==> config.mk <==
export PLATFORM = sky130hd
export DESIGN_NAME = alu_mul_seq
export DESIGN_NICKNAME = d
export VERILOG_FILES = /design/src/rtl/alu_mul_seq_pkg.sv /design/src/rtl/alu_mul_seq_alu.sv /design/src/rtl/alu_mul_seq.sv
export SDC_FILE = /design/constraint.sdc
export NUM_CORES = 1
export LEC_CHECK = 0
export BUFFER_PORTS_ARGS = -buffer_cell sky130_fd_sc_hd__buf_2
export CELL_PAD_IN_SITES_DETAIL_PLACEMENT = 2
export CELL_PAD_IN_SITES_GLOBAL_PLACEMENT = 2
export CORE_MARGIN = 5
export CORE_UTILIZATION = 36
export DETAILED_ROUTE_END_ITERATION = 7
export PLACE_DENSITY = 0.83
export SLEW_MARGIN = 20
export SYNTH_ARGS = -nofsm -noshare
export SYNTH_HDL_FRONTEND = slang
export SYNTH_HIERARCHICAL = 1
export SYNTH_SLANG_ARGS = --single-unit
export TNS_END_PERCENT = 20
==> constraint.sdc <==
create_clock -name clk -period 4.8 [get_ports clk]
set_input_delay 1.2 -clock clk [delete_from_list [all_inputs] [get_ports clk]]
set_output_delay 1.2 -clock clk [all_outputs]
set_load 0.03 [all_outputs]
==> src/rtl/alu_mul_seq_pkg.sv <==
// -----------------------------------------------------------------------------
// alu_mul_seq_pkg
//   Shared definitions for the Hack-ALU based blocks.
//   - ALU_W      : data width of the Hack ALU (16 bits)
//   - OP_*       : 6-bit ALU control codes, packed as {zx,nx,zy,ny,f,no}.
//                  The CPU decoder can reuse these codes directly.
//   - state_e    : 2-bit state encodings of the multiplier controller
//   - alu_op_is_defined() : returns 1 for the 18 documented Hack ALU codes
// -----------------------------------------------------------------------------
package alu_mul_seq_pkg;

    localparam int ALU_W = 16;

    // Control codes {zx,nx,zy,ny,f,no}
    localparam logic [5:0] OP_ZERO = 6'b101010;  // 0
    localparam logic [5:0] OP_ONE  = 6'b111111;  // 1
    localparam logic [5:0] OP_NEG1 = 6'b111010;  // -1
    localparam logic [5:0] OP_X    = 6'b001100;  // x
    localparam logic [5:0] OP_Y    = 6'b110000;  // y
    localparam logic [5:0] OP_NOTX = 6'b001101;  // !x
    localparam logic [5:0] OP_NOTY = 6'b110001;  // !y
    localparam logic [5:0] OP_NEGX = 6'b001111;  // -x
    localparam logic [5:0] OP_NEGY = 6'b110011;  // -y
    localparam logic [5:0] OP_XP1  = 6'b011111;  // x+1
    localparam logic [5:0] OP_YP1  = 6'b110111;  // y+1
    localparam logic [5:0] OP_XM1  = 6'b001110;  // x-1
    localparam logic [5:0] OP_YM1  = 6'b110010;  // y-1
    localparam logic [5:0] OP_ADD  = 6'b000010;  // x+y
    localparam logic [5:0] OP_SUB  = 6'b010011;  // x-y
    localparam logic [5:0] OP_YMX  = 6'b000111;  // y-x
    localparam logic [5:0] OP_AND  = 6'b000000;  // x&y
    localparam logic [5:0] OP_OR   = 6'b010101;  // x|y

    // Multiplier controller states
    typedef enum logic [1:0] {
        ST_IDLE = 2'd0,
        ST_ADD  = 2'd1,
        ST_DBL  = 2'd2,
        ST_DONE = 2'd3
    } state_e;

    // True when op is one of the documented Hack ALU functions; a CPU
    // decoder can use this to flag illegal compute fields.
    function automatic logic alu_op_is_defined(input logic [5:0] op);
        logic ok;
        case (op)
            OP_ZERO, OP_ONE, OP_NEG1, OP_X, OP_Y, OP_NOTX,
            OP_NOTY, OP_NEGX, OP_NEGY, OP_XP1, OP_YP1, OP_XM1,
            OP_YM1, OP_ADD, OP_SUB, OP_YMX, OP_AND, OP_OR: ok = 1'b1;
            default:                                         ok = 1'b0;
        endcase
        return ok;
    endfunction

endpackage

==> src/rtl/alu_mul_seq_alu.sv <==
// -----------------------------------------------------------------------------
// alu_mul_seq_alu
//   Combinational Hack ALU datapath (the only adder in the multiplier).
//   Ports:
//     x_i, y_i   : operands, WIDTH bits
//     zx_i, nx_i : zero / invert x
//     zy_i, ny_i : zero / invert y
//     f_i        : 1 = x+y, 0 = x&y
//     no_i       : invert result
//     out_o      : result, WIDTH bits
//   The zr/ng status flags are not produced here: the multiplier derives
//   its flags from its registered product instead.
// -----------------------------------------------------------------------------
module alu_mul_seq_alu
    import alu_mul_seq_pkg::*;
#(
    parameter int WIDTH = ALU_W
) (
    input  logic [WIDTH-1:0] x_i,
    input  logic [WIDTH-1:0] y_i,
    input  logic             zx_i,
    input  logic             nx_i,
    input  logic             zy_i,
    input  logic             ny_i,
    input  logic             f_i,
    input  logic             no_i,
    output logic [WIDTH-1:0] out_o
);

    logic [WIDTH-1:0] x_z_s;
    logic [WIDTH-1:0] x_n_s;
    logic [WIDTH-1:0] y_z_s;
    logic [WIDTH-1:0] y_n_s;
    logic [WIDTH-1:0] fn_s;

    // Operand preset: optional zeroing then optional inversion.
    always_comb begin
        if (zx_i) begin
            x_z_s = {WIDTH{1'b0}};
        end else begin
            x_z_s = x_i;
        end
        if (nx_i) begin
            x_n_s = ~x_z_s;
        end else begin
            x_n_s = x_z_s;
        end
        if (zy_i) begin
            y_z_s = {WIDTH{1'b0}};
        end else begin
            y_z_s = y_i;
        end
        if (ny_i) begin
            y_n_s = ~y_z_s;
        end else begin
            y_n_s = y_z_s;
        end
    end

    // Function select and output inversion; the sum wraps modulo 2^WIDTH.
    always_comb begin
        if (f_i) begin
            fn_s = x_n_s + y_n_s;
        end else begin
            fn_s = x_n_s & y_n_s;
        end
        if (no_i) begin
            out_o = ~fn_s;
        end else begin
            out_o = fn_s;
        end
    end

endmodule

==> src/rtl/alu_mul_seq.sv <==
// -----------------------------------------------------------------------------
// alu_mul_seq
//   Sequential shift-and-add 16-bit multiplier that time-shares one Hack ALU
//   as its only adder, one ALU operation per clock.
//   Ports:
//     clk      : clock, rising edge
//     rst_n    : synchronous active-low reset
//     start    : request, sampled only in IDLE
//     a, b     : multiplicand / multiplier (two's complement), sampled with start
//     busy     : high from the accept edge until done deasserts
//     done     : one-cycle pulse, product valid
//     product  : low WIDTH bits of a*b, held until the next result
//     zr, ng   : product == 0, product sign bit
//   Operation:
//     ADD : acc   <= acc + mcand           (current multiplier bit is 1)
//     DBL : mcand <= mcand + mcand, mult >>= 1
//   The low WIDTH bits of a two's complement product do not depend on
//   operand signedness, so b is simply walked as an unsigned bit string.
//   Only WIDTH == 16 (the ALU width) is supported.
// -----------------------------------------------------------------------------
module alu_mul_seq
    import alu_mul_seq_pkg::*;
#(
    parameter int WIDTH = ALU_W
) (
    input  logic             clk,
    input  logic             rst_n,
    input  logic             start,
    input  logic [WIDTH-1:0] a,
    input  logic [WIDTH-1:0] b,
    output logic             busy,
    output logic             done,
    output logic [WIDTH-1:0] product,
    output logic             zr,
    output logic             ng
);

    state_e           state_q,   state_d;
    logic [WIDTH-1:0] acc_q,     acc_d;
    logic [WIDTH-1:0] mcand_q,   mcand_d;
    logic [WIDTH-1:0] mult_q,    mult_d;
    logic [WIDTH-1:0] product_q, product_d;
    logic             busy_q,    busy_d;
    logic             done_q,    done_d;

    logic [5:0]       alu_op_s;
    logic [WIDTH-1:0] alu_x_s;
    logic [WIDTH-1:0] alu_y_s;
    logic [WIDTH-1:0] alu_out_s;
    logic [WIDTH-1:0] mult_shr_s;

    alu_mul_seq_alu #(
        .WIDTH (WIDTH)
    ) u_alu (
        .x_i   (alu_x_s),
        .y_i   (alu_y_s),
        .zx_i  (alu_op_s[5]),
        .nx_i  (alu_op_s[4]),
        .zy_i  (alu_op_s[3]),
        .ny_i  (alu_op_s[2]),
        .f_i   (alu_op_s[1]),
        .no_i  (alu_op_s[0]),
        .out_o (alu_out_s)
    );

    // Next-state, datapath steering and output register inputs.
    always_comb begin
        state_d    = state_q;
        acc_d      = acc_q;
        mcand_d    = mcand_q;
        mult_d     = mult_q;
        product_d  = product_q;
        busy_d     = busy_q;
        done_d     = done_q;
        alu_op_s   = OP_ADD;
        alu_x_s    = {WIDTH{1'b0}};
        alu_y_s    = {WIDTH{1'b0}};
        mult_shr_s = mult_q >> 1;

        case (state_q)
            ST_IDLE: begin
                if (start) begin
                    acc_d   = {WIDTH{1'b0}};
                    mcand_d = a;
                    mult_d  = b;
                    busy_d  = 1'b1;
                    if (b == {WIDTH{1'b0}}) begin
                        // acc is only being cleared on this edge, so the
                        // zero product is loaded directly.
                        state_d   = ST_DONE;
                        product_d = {WIDTH{1'b0}};
                        done_d    = 1'b1;
                    end else if (b[0]) begin
                        state_d = ST_ADD;
                    end else begin
                        state_d = ST_DBL;
                    end
                end else begin
                    state_d = ST_IDLE;
                end
            end

            ST_ADD: begin
                alu_x_s = acc_q;
                alu_y_s = mcand_q;
                acc_d   = alu_out_s;
                state_d = ST_DBL;
            end

            ST_DBL: begin
                alu_x_s = mcand_q;
                alu_y_s = mcand_q;
                mcand_d = alu_out_s;
                mult_d  = mult_shr_s;
                if (mult_shr_s == {WIDTH{1'b0}}) begin
                    // acc is final: DBL never touches it.
                    state_d   = ST_DONE;
                    product_d = acc_q;
                    done_d    = 1'b1;
                end else if (mult_q[1]) begin
                    state_d = ST_ADD;
                end else begin
                    state_d = ST_DBL;
                end
            end

            ST_DONE: begin
                state_d = ST_IDLE;
                busy_d  = 1'b0;
                done_d  = 1'b0;
            end

            default: begin
                state_d = ST_IDLE;
                busy_d  = 1'b0;
                done_d  = 1'b0;
            end
        endcase
    end

    // State and datapath registers with synchronous active-low reset.
    always_ff @(posedge clk) begin
        if (!rst_n) begin
            state_q   <= ST_IDLE;
            acc_q     <= {WIDTH{1'b0}};
            mcand_q   <= {WIDTH{1'b0}};
            mult_q    <= {WIDTH{1'b0}};
            product_q <= {WIDTH{1'b0}};
            busy_q    <= 1'b0;
            done_q    <= 1'b0;
        end else begin
            state_q   <= state_d;
            acc_q     <= acc_d;
            mcand_q   <= mcand_d;
            mult_q    <= mult_d;
            product_q <= product_d;
            busy_q    <= busy_d;
            done_q    <= done_d;
        end
    end

    assign busy    = busy_q;
    assign done    = done_q;
    assign product = product_q;
    assign zr      = (product_q == {WIDTH{1'b0}});
    assign ng      = product_q[WIDTH-1];

endmodule

==> results of run 1 <==
==> layer usage <==
layer | share of wire | up-vias | track usage | routed length (um)
li1 | - | 2000 | - | -
met1 | 0.45 | 2138 | 0.285 | 7700
met2 | 0.51 | 68 | 0.396 | 8800
met3 | 0.027 | 17 | 0.0330 | 467
met4 | 0.013 | 0 | 0.0567 | 224
met5 | 0 | - | 0 | 0
==> flip-flops by register name (all words and copies together), names as in the netlist <==
register / count
mult_q: 15
state_q: 2
acc_q: 16
busy: 1
done: 1
product: 16
mcand_q: 16
==> stage by stage <==
step,power (mW),hold WS [ns],setup WS [ns],area (um2)
2_1_floorplan,1.03,0.465,1.10,4810
3_3_place_gp,1.13,0.492,0.405,5140
3_5_place_dp,1.16,0.501,0.188,5140
4_1_cts,1.85,0.521,0.0166,5430
5_1_grt,1.93,0.548,0.00492,5440
6_report,1.85,0.522,0.299,5440
==> kinds of logic (layout without fill, tap and decap cells) <==
logic type	Yosys count	count (layout)	synth area share
simple gates	156	156	0.174
buf+inv	47	83	0.0515
other cells	2	22	0.00158
xor+xnor	58	58	0.107
flops	67	67	0.283
mux	44	44	0.0935
compound gates	136	136	0.227
fa+ha+maj	23	23	0.0623
==> timing repair <==
item | CTS | global route
hold buffers | 0 | 0
setup endpoints to repair | 1 | 9
gates resized for setup | 1 | 3
pin swaps | 0 | 0
==> placed cells by master, fill, tap and decap left out, drive strengths merged, types with 2 or more instances in the layout <==
master	netlist	routed
clkinv	0	3
nand2b	33	33
or3	3	3
xor2	3	3
and2	21	21
o211ai	2	2
xnor2	55	55
o21ai	9	9
a31oi	2	2
a22oi	16	16
o21a	3	3
nor2	58	58
a21oi	18	18
a21o	9	9
ha	22	22
a2111oi	3	3
nand2	14	14
conb	2	22
buf	14	58
mux2	2	2
and4	4	4
a22o	32	32
mux2i	42	42
a211oi	32	32
clkbuf	24	10
inv	9	10
dfxtp	67	67
nand3	4	4
nand4	3	3
nor3	2	2
nor4	11	11
==> worst paths after layout <==
path,startpoint,to,slack (ns),cells past startpoint
worst max-delay path,state_q[0],mcand_q[12],0.30,17
worst max register to register,state_q[0],mcand_q[12],0.30,17
worst min register to register,busy,busy,0.52,2
worst min-delay path,busy,busy,0.52,2
==> layout make-up <==
type,instances,area (um2)
multi-input cells,439,3250
fillers,1443,7650
inverters,9,33.8
flip-flops and latches,67,1340
well taps,176,220
clock inverters,6,65.1
repair buffers,58,300
clock buffers,10,229
==> tightest hold or removal path, cell delays in order (launching register included) <==
cell     delay (ns)
dfxtp_1        0.34
a21oi_1        0.07
nor2_1         0.07
==> power by group through the flow <==
stage                     Sequential (mW)  Combinational [mW]  Clock (mW)
after floorplan                     0.635               0.391           0
after global placement              0.644               0.489           0
after detailed placement            0.648               0.514           0
after CTS                           0.639               0.533       0.674
after global routing                0.644               0.591       0.699
final                               0.640               0.543       0.669
==> flow_metrics.py, run 1 <==
metrics = {
    "power": {
        "peakVddDrop_uv": 261,
        "seq_power_share": 0.346,
        "p_sw_mw": 0.640,
        "power_density_mw_per_mm2": 340,
        "p_clk_frac": 0.361,
        "comb_power_share": 0.293,
        "switching_share": 0.346,
        "p_leak_nw": 2.13,
        "intPower_mw": 1.21,
    },
    "route": {
        "dr_total_vias": 4223,
        "viasPerCell": 5.52,
        "wl_per_cell_um": 22.5,
        "post-route-drc-count": 0,
        "drt-total-wl_um": 17200,
        "ant_nets": 0,
        "first_iter_violations": 179,
        "first_pass_iters": 4,
    },
    "timing": {
        "fin_setup_tns_ns": 0,
        "rsz0062_at_grt": "false",
        "period_minus_slack_ns": 4.50,
        "maxSlewHeadroom": 0.478,
        "hold_viol_final": 0,
        "setup_violations": 0,
        "max_freq_mhz": 222,
        "worst_clock_skew_ns": 0.00774,
        "finalMaxSlewViolations": 0,
        "worstMarginPinSlew_ns": 0.784,
        "post-route-period-util": 0.938,
    },
    "yosys": {
        "synth_most_common_cell": "dfxtp_1",
        "synth_top_area_frac": 0.283,
        "synth_commonest_cells": "dfxtp_1 (67), nor2_1 (58), xnor2_1 (55)",
        "synth-seq-area-share": 0.283,
        "synth_edf_count": 0,
        "synth.avg_cell_area_um2": 8.89,
        "synthFlopType": "dfxtp_1",
        "synth_largest_area_cell": "dfxtp_1",
        "synth.distinct_cells": 58,
        "ys_seq_elements": 67,
        "synth_area_leaders": "dfxtp_1 (28%), xnor2_1 (10%), mux2i_1 (8.9%), a22o_1 (5.9%), ha_1 (5.8%)",
        "syn_inst": 533,
        "syn_area_mm2": 0.00474,
        "ys_warn_count": 6,
        "ys_async_sr_fraction": 0,
    },
    "floorplan": {
        "dieArea_mm2": 0.0156,
        "initial_core_util": 0.362,
        "rows": 42,
        "num_io_pins": 55,
        "die_height_um": 125,
        "core_area_mm2": 0.0131,
        "die_w_um": 125,
    },
    "cells_and_area": {
        "syn_to_final_growth_pct": 14.8,
        "layout-drive-gt1-share": 0.163,
        "post-route-util": 0.416,
        "nets": 642,
        "diodes": 0,
        "final_cell_count_no_fill": 765,
    },
    "clock_network": {
        "cts_buffer_depth": 2,
        "cts_made_buffers": 9,
        "cts_sinks": 67,
        "cts_tree": "yes",
        "htree_levels": 3,
        "postCtsSetupBuffers": 0,
        "clock_tree.root_cell": "clkbuf_16",
        "clk_pin_slew_worst_paths_ns": 0.06,
        "clock_latency_ns": 0.34,
    },
    "worst_setup_path": {
        "cpMostUsedCell": "xnor2_1",
        "crit_chain": "inv_1, ha_2, and2_2, a22o_1, nand2b_1, xnor2_1, ha_1, fa_1, a21o_1, a41oi_2, a2111oi_4, nor3_2, xnor2_1, mux2i_1, xnor2_1, mux2i_1, a211oi_1",
        "setup.worst_path.start_class": "register",
        "end_kind": "register",
        "cp_top_family": "compound AO/OA/AOI/OAI gates",
        "cp_data_arrival_time_ns": 4.74,
        "slowest_delay_ns": 0.52,
        "worstSetupPathType": "reg2reg",
        "critPathBufInv": 1,
        "cp_slowest_cell": "ha_2",
        "worst-path-max-fanout": 18,
        "required_ns": 5.04,
    },
    "global_routing": {
        "grt_pass1_wl_um": 28000,
        "gr-total-overflow": 0,
        "grt_max_degree": 50,
        "antenna_found_initial": 0,
        "grt_pass1_vias": 4842,
        "grtUsageTotal": 0.224,
    },
    "placed_design": {
        "dp_hpwl_um": 11700,
        "place.gp.congestion": 0.774,
        "dp.cells": 749,
        "port_buffers": 54,
    },
    "run": {
        "cap_violations": 0,
    },
    "outcome": {
        "status": "finished clean",
    },
    "hold_path": {
        "hold_path_class": "reg2reg",
    },
}
Note: power is estimated with default switching activity, not from simulation.
==> inputs of run 2 (changes only) <==
CELL_PAD_IN_SITES_DETAIL_PLACEMENT = 1   (was 2)
CELL_PAD_IN_SITES_GLOBAL_PLACEMENT = 1   (was 2)
CORE_UTILIZATION = 45   (was 36)
CTS_CLUSTER_SIZE = 24   (was not set)
==> run 2 against run 1 <==
Wire length decreased by 20%. Sequential power down 1%. Global-route usage is 0.42 points lower. Largest power group is now sequential cells. Worst hold slack lost 0.019 ns. Design area is 2.3% lower. Register-to-register slack better by 0.09 ns. Core utilization increased by 10 points. Power down 8.8%. Maximum frequency rose by 2.1%. Clock skew is 0.00085 ns higher.
==> flow_metrics.py, run 2 (same netlist as run 1, synthesis figures left out) <==
metrics = {
    "global_routing": {
        "use_met2": 0.361,
        "grt_pass1_wl_um": 22900,
        "grtUsageTotal": 0.220,
        "met1_usage": 0.303,
        "grt_max_degree": 50,
        "grt-busiest-layer": "met2",
        "use_met3": 0.0275,
        "antenna_found_initial": 0,
        "gr-total-overflow": 0,
        "grt_pass1_vias": 4429,
    },
    "timing": {
        "rsz0062_at_grt": "false",
        "worstMarginPinSlew_ns": 0.712,
        "max_freq_mhz": 227,
        "finalMaxSlewViolations": 0,
        "fin_setup_tns_ns": 0,
        "post-route-period-util": 0.918,
        "period_minus_slack_ns": 4.41,
        "setup_violations": 0,
        "maxSlewHeadroom": 0.525,
        "hold_viol_final": 0,
        "worst_clock_skew_ns": 0.00858,
    },
    "route": {
        "drt-total-wl_um": 13700,
        "first_pass_iters": 5,
        "first_iter_violations": 246,
        "ant_nets": 0,
        "viasPerCell": 5.74,
        "wl_per_cell_um": 18.9,
        "dr_total_vias": 4160,
        "post-route-drc-count": 0,
    },
    "clock_network": {
        "clock_tree.root_cell": "clkbuf_8",
        "cts_buffer_depth": 2,
        "htree_levels": 3,
        "postCtsSetupBuffers": 0,
        "cts_sinks": 67,
        "cts_made_buffers": 9,
        "clock_latency_ns": 0.34,
        "clk_pin_slew_worst_paths_ns": 0.07,
        "cts_tree": "yes",
    },
    "power": {
        "switching_share": 0.341,
        "p_sw_mw": 0.576,
        "p_leak_nw": 2.10,
        "comb_power_share": 0.310,
        "power_density_mw_per_mm2": 318,
        "intPower_mw": 1.11,
        "peakVddDrop_uv": 235,
        "p_clk_frac": 0.316,
        "seq_power_share": 0.374,
    },
    "worst_setup_path": {
        "cp_data_arrival_time_ns": 4.65,
        "worstSetupPathType": "reg2reg",
        "required_ns": 5.05,
        "end_kind": "register",
        "setup.worst_path.start_class": "register",
        "worst-path-max-fanout": 18,
    },
    "floorplan": {
        "die_w_um": 113,
        "dieArea_mm2": 0.0127,
        "initial_core_util": 0.461,
        "core_area_mm2": 0.0103,
        "rows": 37,
        "die_height_um": 113,
        "num_io_pins": 55,
    },
    "cells_and_area": {
        "nets": 642,
        "final_common_cell": "dfxtp_1",
        "syn_to_final_growth_pct": 12.2,
        "post-route-cell-area_mm2": 0.00532,
        "layout-drive-gt1-share": 0.163,
        "diodes": 0,
        "layout_common_cells": "dfxtp_1 (67), nor2_1 (58), xnor2_1 (55), buf_2 (54), mux2i_1 (42)",
    },
    "outcome": {
        "status": "finished clean",
    },
    "placed_design": {
        "dp_hpwl_um": 10300,
        "place.gp.congestion": 0.809,
        "port_buffers": 54,
        "postPlaceCellArea_mm2": 0.00509,
    },
    "run": {
        "cap_violations": 0,
    },
    "hold_path": {
        "hold_path_class": "reg2reg",
    },
}
## run 2: cell count changes in the layout (fill, tap and decap cells not counted), sizes merged
cell,before,now
bufinv,1,2
clkinvlp,1,0
## run 2: path summary, 6_finish.rpt
path	startpoint	end	slack (ns)	depth (start not counted)
worst max-delay path	state_q[0]	mcand_q[10]	0.39	17
worst min-delay path	busy	busy	0.50	2
worst max register to register	state_q[0]	mcand_q[10]	0.39	17
worst min register to register	busy	busy	0.50	2
## run 2: area by class of cell
class	instances	area (um2)
well taps	136	170
clock inverters	6	87.6
multi-input cells	439	3250
fillers	1246	4960
clock buffers	10	138
inverters	9	33.8
repair buffers	58	300
flip-flops and latches	67	1340
## run 2: worst max-delay path, stage by stage, from the launching register on
cell and delay, ns:
dfxtp_1 0.39, inv_1 0.10, ha_1 0.50, and2_2 0.40
a22o_1 0.26, nand2b_1 0.08, xnor2_1 0.07, ha_1 0.22
fa_1 0.48, a21o_1 0.22, a41oi_2 0.26, a21oi_1 0.13
o21bai_1 0.20, a21o_1 0.16, a31oi_1 0.12, xnor2_1 0.33
mux2i_1 0.13, a211oi_1 0.26
## run 2: repair_timing
item / 4_1_cts / 5_1_grt
resized for setup: 0 / 2
endpoints found under the setup margin: 0 / 3
endpoints found under the hold margin: 0 / 0
hold buffers: 0 / 0
## run 2: power groups by stage
stage / Combinational, mW / Clock (mW) / Sequential [mW]
2_1_floorplan: 0.391 / 0 / 0.635
3_3_place_gp: 0.482 / 0 / 0.641
3_5_place_dp: 0.505 / 0 / 0.643
4_1_cts: 0.514 / 0.541 / 0.632
5_1_grt: 0.569 / 0.577 / 0.637
6_report: 0.523 / 0.534 / 0.632
## run 2: stage by stage
step,utilization,hold WS (ns),cells,setup slack (ns),total power [mW]
finish,0.517,0.503,725,0.393,1.69
global route,0.517,0.533,725,0.0973,1.78
CTS,0.517,0.518,725,0.294,1.69
detailed placement,0.495,0.493,709,0.373,1.15
global placement,0.495,0.473,709,0.546,1.12
floorplan,-,0.465,553,1.10,1.03
## run 2: metal layers
layer	vias to the layer above	share of wire
met3	18	0.040
met1	2052	0.48
li1	1992	-
met2	98	0.47
met5	-	0
met4	0	0.013
